<file path="src/rtl/regfile_shift_unit.sv">
// 32 x 64-bit register bank with two asynchronous read ports and one write port,
// plus a combinational shifter fed by read port 1.
module regfile_shift_unit (
    input  logic        Clk,
    input  logic        Reset,
    input  logic        RegWrite,
    input  logic [4:0]  ReadReg1,
    input  logic [4:0]  ReadReg2,
    input  logic [4:0]  WriteReg,
    input  logic [63:0] WriteData,
    output logic [63:0] ReadData1,
    output logic [63:0] ReadData2,
    input  logic [31:0] Inst,
    input  logic [1:0]  Shift,
    output logic [5:0]  ShiftN,
    output logic [63:0] ShiftOut
);

    logic [63:0] regs_q [32];

    // x0 is never written, so it stays at its reset value of zero.
    always_ff @(posedge Clk or negedge Reset) begin
        if (!Reset) begin
            for (int i = 0; i < 32; i++) begin
                regs_q[i] <= 64'h0;
            end
        end else if (RegWrite && (WriteReg != 5'd0)) begin
            regs_q[WriteReg] <= WriteData;
        end
    end

    always_comb begin
        ReadData1 = 64'h0;
        ReadData2 = 64'h0;
        if (Reset) begin
            ReadData1 = (ReadReg1 == 5'd0) ? 64'h0 : regs_q[ReadReg1];
            ReadData2 = (ReadReg2 == 5'd0) ? 64'h0 : regs_q[ReadReg2];
        end
    end

    assign ShiftN = Inst[25:20];

    always_comb begin
        ShiftOut = ReadData1;
        case (Shift)
            2'b00:   ShiftOut = ReadData1 << ShiftN;
            2'b01:   ShiftOut = ReadData1 >> ShiftN;
            2'b10:   ShiftOut = $unsigned($signed(ReadData1) >>> ShiftN);
            default: ShiftOut = ReadData1;
        endcase
    end

endmodule

</file>
<file path="config.mk">
export PLATFORM = sky130hd
export DESIGN_NAME = regfile_shift_unit
export DESIGN_NICKNAME = d
export VERILOG_FILES = /design/src/rtl/regfile_shift_unit.sv
export SDC_FILE = /design/constraint.sdc
export NUM_CORES = 2
export LEC_CHECK = 0
export CELL_PAD_IN_SITES_DETAIL_PLACEMENT = 1
export CELL_PAD_IN_SITES_GLOBAL_PLACEMENT = 1
export CORE_ASPECT_RATIO = 1.5
export CORE_MARGIN = 2
export CORE_UTILIZATION = 49
export CTS_BUF_LIST = sky130_fd_sc_hd__clkbuf_8
export CTS_CLUSTER_SIZE = 14
export DETAILED_ROUTE_END_ITERATION = 8
export PLACE_DENSITY_LB_ADDON = 0.1
export SLEW_MARGIN = 20
export SYNTH_ARGS = -nofsm -noshare
export SYNTH_HDL_FRONTEND = slang
export SYNTH_SLANG_ARGS = --single-unit
</file>
<file path="constraint.sdc">
create_clock -name Clk -period 4.8 [get_ports Clk]
set_input_delay 0.72 -clock Clk [delete_from_list [all_inputs] [get_ports Clk]]
set_output_delay 0.72 -clock Clk [all_outputs]
set_load 0.05 [all_outputs]
</file>
==> summary.md <==
| Metric | Value |
|---|---|
| Clk Latency, worst-skew pair | `1.00 ns` |
| Syn_nets | `8881` |
| Max VDD drop | `0.386 mV` |
| Gr usage total | `45.6%` |
| Slew headroom | `18.8%` |
| Antenna violations before repair | `29` |
| Total routed wirelength | `576 mm` |
| TritonCTS Buffers | `332` |
| Critical Path Sink Type | `output pin` |
| Overflow after GRT | `0` |
| Placed Cells | `12900` |
| Clock root buffer | `clkbuf_8` |
| Max-cap violations | `0` |
| Setup tns final | `-44.97 ns` |
| Yosys top cell area share | `42.5%` |
| Unrepaired setup endpoints after global routing | `true` |
| Tcrit/Tclk final | `119%` |
| Min Tclk post-route | `5.70 ns` |
| First-pass GRT wire length | `806 mm` |
| Fin area | `0.153 sq mm` |
| Crit path max fanout | `3` |
| Post-place setup slack | `-1.57 ns` |
| Core box area | `0.245 sq mm` |
| H-tree Lvls | `5` |
| Area of placed instances | `0.141 sq mm` |
| Dpl hpwl | `381 mm` |
| Synth warnings | `0` |
| Register bit total from synthesis | `2048` |
| Die ar. | `0.250 sq mm` |
| Distinct cells, synth | `103` |
| Pre-antenna DRT Iters | `8` |
| Area grow syn2layout | `27.0%` |
| Max Slew Vio Count | `0` |
| Setup Viol. Count Final | `64` |
| Hold Slack | `0.0504 ns` |
| Number of flip-flops in the largest register | `2048` |
| Layout Nets | `10300` |
| Mapped Avg Cell Area | `13.8 sq um` |
| Total vias in the final route | `97000` |
| Main synth FF type | `dfrtp_1` |
| Placer Congestion | `1.07` |
| Max Root-Sink Buffers | `4` |
| Leakage | `67.2 nW` |
| Tot Pwr | `56.5 mW` |
| Top post-synthesis cells by area | `dfrtp_1 (42%), mux2_2 (19%), mux4_2 (19%)` |
| Post-route insts no fill | `13700` |
| Final Hold Viols | `0` |
| Startpoint types | `flop` |
| Core Rows | `223` |
| CTS sink count | `2048` |
| Die X | `409 um` |
| Post-synthesis instance area | `0.121 sq mm` |
| CTS tree | `done` |
| Mean routed wirelength per cell | `42.0 um` |
| Sequential fraction of the synthesis area | `42.5%` |
| Hold WC Path Type | `in -> async` |
| Fmax | `176 MHz` |
| WP data required | `4.08 ns` |
| Critical path arrival | `4.98 ns` |
| Die height | `612 um` |
| Vias in the first global route | `104000` |
| Status | `complete, but fails checks` |
| Reg with most FFs | `regs_q` |
| DRC | `0` |
| Ports | `314` |
| Initial Util | `49.2%` |
| Layout cell share with drive strength beyond 1 | `58.9%` |
| Pin count of the biggest net entering global routing | `179` |
| IO buf count | `287` |
| Async S/R FF share, synth | `100%` |
| Final WS setup | `-0.896 ns` |
| Kind of critical path | `reg -> out` |
| Post-synth EDFFs | `0` |
| Failing checks | `negative setup slack` |
| Post-synthesis instance total | `8765` |
| Fin Clk Skew | `0 ns` |
| Slew @ Worst Pin | `1.22 ns` |
| Number of antenna-violating nets in the routed design | `0` |
| Power density cells | `369 mW/mm^2` |
| Via-per-instance ratio | `7.08` |
| Top Registers | `regs_q (2048)` |
| Area leader, netlist | `dfrtp_1` |
| Final core area utilization | `62.4%` |
| Clock transition at path regs | `0.07 ns` |
| DR iter-0 viols | `10600` |
worst max-delay path, cell delays in order, from the launching register on:
cell and delay, ns:
dfrtp_1 0.41, mux4_2 0.46, mux2_4 0.31, a221oi_4 0.34, buf_12 0.17, buf_6 0.11, nor2_4 0.03, buf_6 0.11
mux4_2 0.53, a22oi_2 0.18, nand3b_1 0.24, buf_4 0.23, a31o_4 0.22, a221oi_4 0.31, o22ai_4 0.14, buf_12 0.17
worst paths after layout:
check / start / endpoint / slack [ns] / cells past startpoint
worst max register to register: regs_q[915] / regs_q[915] / 3.75 / 3
max in group asynchronous: Reset / regs_q[1627] / 1.27 / 8
worst min-delay path: Reset / regs_q[933] / 0.05 / 4
worst max-delay path: regs_q[1462] / ShiftOut[41] / -0.90 / 15
min in group Clk: WriteData[10] / regs_q[842] / 0.37 / 2
worst min register to register: regs_q[2020] / regs_q[2020] / 0.39 / 0
kinds of logic after synthesis:
| logic type | synth area share [%] |
|---|---|
| and+or+nand+nor | 3.74 |
| AOI/OAI and AO/OA | 6.10 |
| muxes | 43.7 |
| buffers and inverters | 3.95 |
| DFF | 42.5 |
metal layers:
metal | wire (um) | vias to the layer above | track usage [%]
li1 | - | 36900 | -
met1 | 207000 | 52300 | 55.5
met2 | 269000 | 5744 | 71.9
met3 | 49200 | 1983 | 10.0
met4 | 50100 | 30 | 33.0
met5 | 357 | - | 0
synth_stat cells (18+ instances only):
| library cell | count |
|---|---|
| dfrtp_1 | 2048 |
| mux2_2 | 2037 |
| mux4_2 | 1008 |
| clkbuf_1 | 717 |
| mux2i_1 | 569 |
| nor2_1 | 297 |
| nand2_1 | 274 |
| a22oi_1 | 218 |
| a21oi_1 | 142 |
| nand3_1 | 132 |
| o21ai_0 | 121 |
| buf_1 | 98 |
| o211ai_1 | 71 |
| buf_2 | 67 |
| a22o_1 | 60 |
| buf_4 | 58 |
| inv_1 | 58 |
| o22ai_1 | 53 |
| mux4_1 | 52 |
| nor3_1 | 49 |
| a31oi_1 | 43 |
| and3_1 | 42 |
| buf_6 | 32 |
| nand4_1 | 32 |
| a221oi_1 | 31 |
| a211oi_1 | 28 |
| o221ai_1 | 21 |
| o31ai_1 | 20 |
| and2_1 | 19 |
| nand2b_1 | 18 |
power breakdown:
part	total (mW)	internal, mW	switching, mW
Sequential	23.3	20.6	2.74
Clock	15.7	8.19	7.55
Combinational	17.5	9.28	8.23
Total	56.5	38.0	18.5
final cells by class:
cell class,instances,area (sq um)
repair buffers,2085,22300
multi-input cells,5652,68500
fillers,22600,92100
diodes,22,55.1
inverters,72,367
clock inverters,155,891
well taps,3262,4080
clock buffers,415,5710
flip-flops and latches,2048,51200
timing repair:
| action | CTS | global route |
|---|---|---|
| resized for setup | 561 | 229 |
| hold buffers | 8 | 0 |
| pin swaps | 168 | 145 |
| gates cloned | 9 | 0 |
| buffers inserted | 191 | 99 |
| endpoints found under the hold margin | 111 | 0 |
| endpoints found under the setup margin | 64 | 64 |
cells in the final DEF (no fill, tap or decap), types with 154 or more instances in the layout:
cell	count
a22oi_1	178
buf_12	421
buf_4	1382
buf_6	154
clkbuf_8	415
dfrtp_1	2048
mux2_2	2019
mux2i_1	527
mux4_2	1031
nand2_1	235
nor2_1	251
(Power assumes the default switching activity.)
